<file path="src/rtl/run_ctl.sv">
// run_ctl: button-driven CPU run controller that clears, runs and freezes the CPU.
// It detects halts (PC unchanged) and enforces a watchdog. Define RUN_CTL_CYCLE_CNT_EN to add cycle_count_o.

module run_ctl_edge (
  input  logic clock_i,
  input  logic reset_ni,
  input  logic lvl_i,
  output logic rise_o
);
  logic prev_q;

  always_ff @(posedge clock_i or negedge reset_ni) begin
    if (!reset_ni) prev_q <= 1'b0;
    else           prev_q <= lvl_i;
  end

  assign rise_o = lvl_i & ~prev_q;
endmodule

module run_ctl #(
  parameter int CLR_CYC  = 4,
  parameter int HALT_WIN = 4,
  parameter int MAX_CYC  = 1000000
) (
  input  logic        clock_i,
  input  logic        reset_ni,
  input  logic        fib_act_i,
  input  logic        sort_act_i,
  input  logic        load_act_i,
  input  logic        save_act_i,
  input  logic [31:0] pc_i,
  input  logic [31:0] cpu_result_i,
  output logic        cpu_reset_o,
  output logic        cpu_en_o,
  output logic [31:0] program_selector_o,
  output logic [31:0] data_o,
  output logic        busy_o,
  output logic        done_o,
  output logic        timeout_o
`ifdef RUN_CTL_CYCLE_CNT_EN
  ,output logic [31:0] cycle_count_o
`endif
);
  localparam int NUM_BTN = 4;
  localparam int CW      = (CLR_CYC > 1) ? $clog2(CLR_CYC) : 1;
  localparam int SW      = $clog2(HALT_WIN + 1);
  localparam logic [CW-1:0] CLR_LAST = CW'(CLR_CYC - 1);
  localparam logic [SW-1:0] HALT_LIM = SW'(HALT_WIN);
  localparam logic [31:0]   WDOG_LIM = 32'(MAX_CYC);

  typedef enum logic [2:0] {S_IDLE, S_CLEAR, S_RUN, S_DONE, S_TIMEOUT} state_e;

  typedef struct packed {
    logic cpu_reset;
    logic cpu_en;
    logic busy;
    logic done;
    logic timeout;
  } ctl_t;

  localparam ctl_t CTL_IDLE  = ctl_t'(5'b10000);
  localparam ctl_t CTL_CLEAR = ctl_t'(5'b11100);
  localparam ctl_t CTL_RUN   = ctl_t'(5'b01100);
  localparam ctl_t CTL_DONE  = ctl_t'(5'b00010);
  localparam ctl_t CTL_TMO   = ctl_t'(5'b00001);

  state_e          state_q;
  ctl_t            ctl_q;
  logic [31:0]     prog_q;
  logic [31:0]     data_q;
  logic [CW-1:0]   clr_cnt_q;
  logic [31:0]     cyc_q, cyc_d;
  logic [SW-1:0]   same_q, same_d;
  logic [31:0]     pc_prev_q;
`ifdef RUN_CTL_CYCLE_CNT_EN
  logic [31:0]     cyc_lat_q;
`endif

  logic [NUM_BTN-1:0] btn_lvl, btn_rise;
  logic [31:0]        code;
  logic               restart, halt, wdog;

  assign btn_lvl = {save_act_i, load_act_i, sort_act_i, fib_act_i};

  for (genvar b = 0; b < NUM_BTN; b++) begin : g_btn
    run_ctl_edge u_edge (
      .clock_i  (clock_i),
      .reset_ni (reset_ni),
      .lvl_i    (btn_lvl[b]),
      .rise_o   (btn_rise[b])
    );
  end

  // Lowest index wins: fib > sort > load > save, code = index + 1.
  always_comb begin
    code = '0;
    for (int b = NUM_BTN - 1; b >= 0; b--) begin
      if (btn_rise[b]) code = 32'(b + 1);
    end
  end

  // Presses during CLEAR are ignored; everywhere else they (re)start a program.
  assign restart = (|btn_rise) && (state_q != S_CLEAR);

  assign cyc_d  = (&cyc_q) ? cyc_q : cyc_q + 32'd1;
  assign same_d = (pc_i != pc_prev_q) ? '0 :
                  (&same_q)           ? same_q : same_q + SW'(1);
  assign halt   = (same_d >= HALT_LIM);
  assign wdog   = (cyc_d >= WDOG_LIM);

  always_ff @(posedge clock_i or negedge reset_ni) begin
    if (!reset_ni) begin
      state_q   <= S_IDLE;
      ctl_q     <= CTL_IDLE;
      prog_q    <= '0;
      data_q    <= '0;
      clr_cnt_q <= '0;
      cyc_q     <= '0;
      same_q    <= '0;
      pc_prev_q <= '0;
`ifdef RUN_CTL_CYCLE_CNT_EN
      cyc_lat_q <= '0;
`endif
    end else if (restart) begin
      state_q   <= S_CLEAR;
      ctl_q     <= CTL_CLEAR;
      prog_q    <= code;
      clr_cnt_q <= '0;
`ifdef RUN_CTL_CYCLE_CNT_EN
      cyc_lat_q <= '0;
`endif
    end else begin
      unique case (state_q)
        S_CLEAR: begin
          if (clr_cnt_q == CLR_LAST) begin
            state_q   <= S_RUN;
            ctl_q     <= CTL_RUN;
            cyc_q     <= '0;
            same_q    <= '0;
            pc_prev_q <= pc_i;
          end else begin
            clr_cnt_q <= clr_cnt_q + CW'(1);
          end
        end
        S_RUN: begin
          cyc_q     <= cyc_d;
          same_q    <= same_d;
          pc_prev_q <= pc_i;
          data_q    <= cpu_result_i;
          // Halt is checked first so it wins a same-cycle watchdog expiry.
          if (halt) begin
            state_q <= S_DONE;
            ctl_q   <= CTL_DONE;
`ifdef RUN_CTL_CYCLE_CNT_EN
            cyc_lat_q <= cyc_d;
`endif
          end else if (wdog) begin
            state_q <= S_TIMEOUT;
            ctl_q   <= CTL_TMO;
            data_q  <= 32'hFFFF_FFFF;
`ifdef RUN_CTL_CYCLE_CNT_EN
            cyc_lat_q <= cyc_d;
`endif
          end
        end
        default: ;
      endcase
    end
  end

  assign cpu_reset_o        = ctl_q.cpu_reset;
  assign cpu_en_o           = ctl_q.cpu_en;
  assign busy_o             = ctl_q.busy;
  assign done_o             = ctl_q.done;
  assign timeout_o          = ctl_q.timeout;
  assign program_selector_o = prog_q;
  assign data_o             = data_q;
`ifdef RUN_CTL_CYCLE_CNT_EN
  assign cycle_count_o      = cyc_lat_q;
`endif
endmodule
</file>
<file path="config.mk">
export PLATFORM = sky130hd
export DESIGN_NAME = run_ctl
export DESIGN_NICKNAME = d
export VERILOG_FILES = /design/src/rtl/run_ctl.sv
export SDC_FILE = /design/constraint.sdc
export NUM_CORES = 1
export LEC_CHECK = 0
export BUFFER_PORTS_ARGS = -buffer_cell sky130_fd_sc_hd__buf_2
export CELL_PAD_IN_SITES_DETAIL_PLACEMENT = 2
export CELL_PAD_IN_SITES_GLOBAL_PLACEMENT = 2
export CORE_MARGIN = 2
export CORE_UTILIZATION = 34
export CTS_BUF_LIST = sky130_fd_sc_hd__clkbuf_2 sky130_fd_sc_hd__clkbuf_4 sky130_fd_sc_hd__clkbuf_8
export DETAILED_ROUTE_END_ITERATION = 7
export HOLD_SLACK_MARGIN = 0.05
export PLACE_DENSITY = 0.93
export SYNTH_ARGS = -nofsm -noshare
export SYNTH_HDL_FRONTEND = slang
export SYNTH_SLANG_ARGS = --single-unit
</file>
<file path="constraint.sdc">
create_clock -name clock_i -period 3.4 [get_ports clock_i]
set_input_delay 0.68 -clock clock_i [delete_from_list [all_inputs] [get_ports clock_i]]
set_output_delay 0.68 -clock clock_i [all_outputs]
set_load 0.03 [all_outputs]
</file>
==> results.tsv <==
stage	metric	value	unit
timing	Tightest Pin Transition	0.8433	ns
route	via count	6377	
pwr	Reg power frac	36.9	%
worst_setup_path	CP max FO	16	
worst_setup_path	delay-heaviest family, CP	compound AO/OA/AOI/OAI gates	
cells_and_area	Fillers	2058	
placed_design	hpwl dp	17210	um
synthesis	Seq cells post-synth	114	
synthesis	sequential share of the synthesized area	44.09	%
pwr	peak supply drop	0.3026	mV
placed_design	routability cong.	0.8510	
route	drt first-iter violations	449	
min_path	Hold Crit Class	in2async	
cells_and_area	Multi-input gate area	3388	um^2
synthesis	Post-Syn Instances	733	
pwr	power share of the clock group	27.2	%
timing	minimum clock period after layout	3.809	ns
timing	Final Setup Violations	37	
route	antenna viol nets, final	0	
floorplan	Core ar.	18710	um^2
route	WL final	27990	um
clocking	clk buf depth	2	
placed_design	placed inst area	7274	um^2
pwr	Leakage	3.995	nW
timing	post-route setup TNS	-12.69	ns
timing	worst rel slew slack	43.78	%
worst_setup_path	CP cell instances	ha_2, nand4_1, nor2_1, buf_4, o21ai_1, a2111oi_2, a311oi_1, o32ai_2, a21oi_2, or3_2, clkbuf_16, nand3_2	
synthesis	Syn Std Cell Area	6474	um^2
timing	Pins Over Slew Limit	0	
clocking	TritonCTS clock tree	done	
global_routing	Overall Global Routing Usage	25.79	%
synthesis	Async S/R FF share, synth	100.0	%
global_routing	number of global-route vias before repair	6968	
clocking	clk root buf	clkbuf_8	
floorplan	row count	50	
timing	Final period util	112.0	%
global_routing	Congestion Overflow GR	0	
clocking	CTS buffer count	17	
worst_setup_path	crit path launch type	register	
synthesis	Synth area leaders	dfrtp_1 44%, nand2_1 12%, xor2_1 4.7%, nand3_2 4.5%, buf_4 3.6%	
cells_and_area	nets	930	
synthesis	top_reg_cell synth	dfrtp_1	
timing	Layout Skew	0.01777	ns
pwr	Sw Share	41.08	%
route	first-pass iteration count of the detailed router	6	
synthesis	Ys Warns	0	
worst_setup_path	critical path's slowest cell	or3_2	
global_routing	largest net degree at the start of global routing	56	
placed_design	# port buffers	109	
timing	highest clock rate	262.6	MHz
global_routing	initial antenna violation count	1	
timing	Final Hold Viols	0	
status	status	finished, violations left	
clocking	Reg clk slew, reported paths	0.09	ns
floorplan	die height	142.0	um
route	vias per cell	5.771	
worst_setup_path	CP endpoint kind	register	
worst_setup_path	Buf+Inv Stages, Crit Path	2	
cells_and_area	fraction of layout cells with a size suffix above 1	29.31	%
synthesis	largest area contributor in the netlist	dfrtp_1	
synthesis	library cells used by synthesis	71	
clocking	Post-CTS Hold Fix Bufs	0	
floorplan	Die ar.	20160	um^2
worst_setup_path	WP data required	3.80	ns
pwr	P per Cell Area	715.1	nW/um^2
worst_setup_path	CP arrival	4.21	ns
timing	final setup margin	-0.4085	ns
pwr	Combinational Power Share	35.9	%
worst_setup_path	slowest stage delay, CP	0.56	ns
cells_and_area	Reg area	2861	um^2
pwr	internal power	0.003344	W
floorplan	starting density of the core	34.61	%
synthesis	share of Yosys cell area claimed by the top area cell type	43.68	%
route	drt wl/cell	25.33	um
status	failing checks	negative setup slack	
clocking	clk sinks	114	
clocking	CTS H-tree depth	4	
worst_setup_path	WS Path Type	reg2reg	
cells_and_area	design area	7936	um^2
pwr	net switching power	0.002331	W
route	DRC	0	
global_routing	first-pass GRT wire length	39750	um
clocking	worst skew pair latency	0.47	ns
floorplan	die width	142.0	um
cells_and_area	area grow syn2layout	22.59	%
floorplan	Ports	139	
pwr	Pwr Total	0.005675	W
flow_run	Max Cap Viol	0	
synthesis	syn_area_per_cell	8.832	um^2
synthesis	EDFF count, synth	0	
==> logic make-up (layout without fill, tap and decap cells) <==
kind of cell | Yosys count | after routing | synth area share, %
xor gates and xnor gates | 40 | 40 | 5.412
DFF | 114 | 114 | 44.09
AOI/OAI and AO/OA | 125 | 125 | 12.47
buffers and inverters | 76 | 185 | 7.248
other | 1 | 30 | 0.05793
adders and majority gates | 3 | 3 | 0.5799
and+or+nand+nor | 367 | 367 | 29.01
muxes | 7 | 7 | 1.140
==> layout make-up <==
cell class,count,share of cell area [%]
inverter,4,0.1892
sequential,114,36.06
timing repair buffer,149,11.54
multi-input combinational,571,42.69
clock buffer,21,3.484
clock inverter,11,2.318
antenna,1,0.03153
tap,234,3.689
==> sequential cells by signal, indices dropped and copies added (netlist names) <==
| signal | flops |
|---|---|
| cpu_reset_o | 1 |
| pc_prev_q | 32 |
| state_q | 3 |
| data_o | 32 |
| same_q | 3 |
| done_o | 1 |
| cpu_en_o | 1 |
| clr_cnt_q | 2 |
| program_selector_o | 3 |
| cyc_q | 32 |
| g_btn.u_edge.prev_q | 4 |
==> path summary, 6_finish.rpt <==
path	slack, ns	endpoint	start	cells after the start
max	-0.41	data_o[3]	cyc_q[0]	12
min	0.28	cyc_q[2]	reset_ni	1
max reg2reg	-0.41	data_o[3]	cyc_q[0]	12
min reg2reg	0.50	pc_prev_q[30]	pc_prev_q[30]	2
max in group asynchronous	2.29	cpu_reset_o	reset_ni	2
min in group clock_i	0.34	g_btn[1].u_edge.prev_q	sort_act_i	1
==> cells in the mapped netlist, types with 3 or more instances <==
library cell,count
o31ai_1,12
nand3_1,18
nand2b_1,7
nor3_1,10
xnor2_1,5
nor4_1,11
xor2_1,35
buf_4,31
nor2_1,33
dfrtp_1,113
a21oi_1,26
and4_1,4
nand2_1,207
mux2i_1,4
o2111ai_1,4
nand4_1,10
o21ai_0,46
ha_1,3
clkbuf_1,26
a31oi_1,5
or4_1,5
buf_12,3
buf_2,8
and3_1,7
nand3_2,29
or3_1,4
nand4_2,3
inv_1,4
and2_1,4
==> layout by cell type, fill, tap and decap left out, types with 19 or more instances in the layout <==
cell	count
nand2_1	206
buf_2	108
dfrtp_1	107
o21ai_0	46
buf_4	36
xor2_1	35
nor2_1	32
nand3_2	29
conb_1	29
a21oi_1	26
clkbuf_8	19
==> power groups by stage <==
stage                     clock [W]  sequential, W  combinational [W]
after global placement            0        0.00202            0.00182
final                       0.00154        0.00209            0.00204
after CTS                   0.00156        0.00208            0.00203
after floorplan                   0        0.00239           0.000933
after detailed placement          0        0.00208            0.00197
after global routing        0.00162        0.00213            0.00222
==> through the flow <==
stage	worst slack, ns	util (%)	hold WS (ns)	std cells
floorplan	0.5364	-	0.3844	761
global placement	0.2506	38.89	0.4720	1065
detailed placement	-0.2022	38.89	0.4854	1065
CTS	0.005909	41.75	0.3083	1100
global route	-0.4368	42.43	0.3034	1105
finish	-0.4085	42.43	0.2829	1105
==> routing by layer <==
metal,vias up,routed length (um),track usage [%]
met4,0,1552,13.79
met3,112,1423,4.778
met2,295,14610,46.91
met5,-,0,0
li1,2719,-,-
met1,3251,10410,28.46
==> what timing repair did <==
item,in CTS,in global routing
hold endpoints to repair,0,0
gates resized for setup,10,18
setup endpoints to repair,33,34
pin swaps,1,4
setup buffers,3,3
cloned,0,1
==> worst register-to-register path, delay by kind of cell (launching register included) <==
kind,cells,cell delay [ns]
buffers and inverters,2,0.47
adder cells (fa/ha/maj),1,0.28
AND/OR/NAND/NOR,4,1.21
flip-flops,1,0.42
AO/OA/AOI/OAI,5,1.36
No activity file was read; power rests on OpenSTA's default activity.
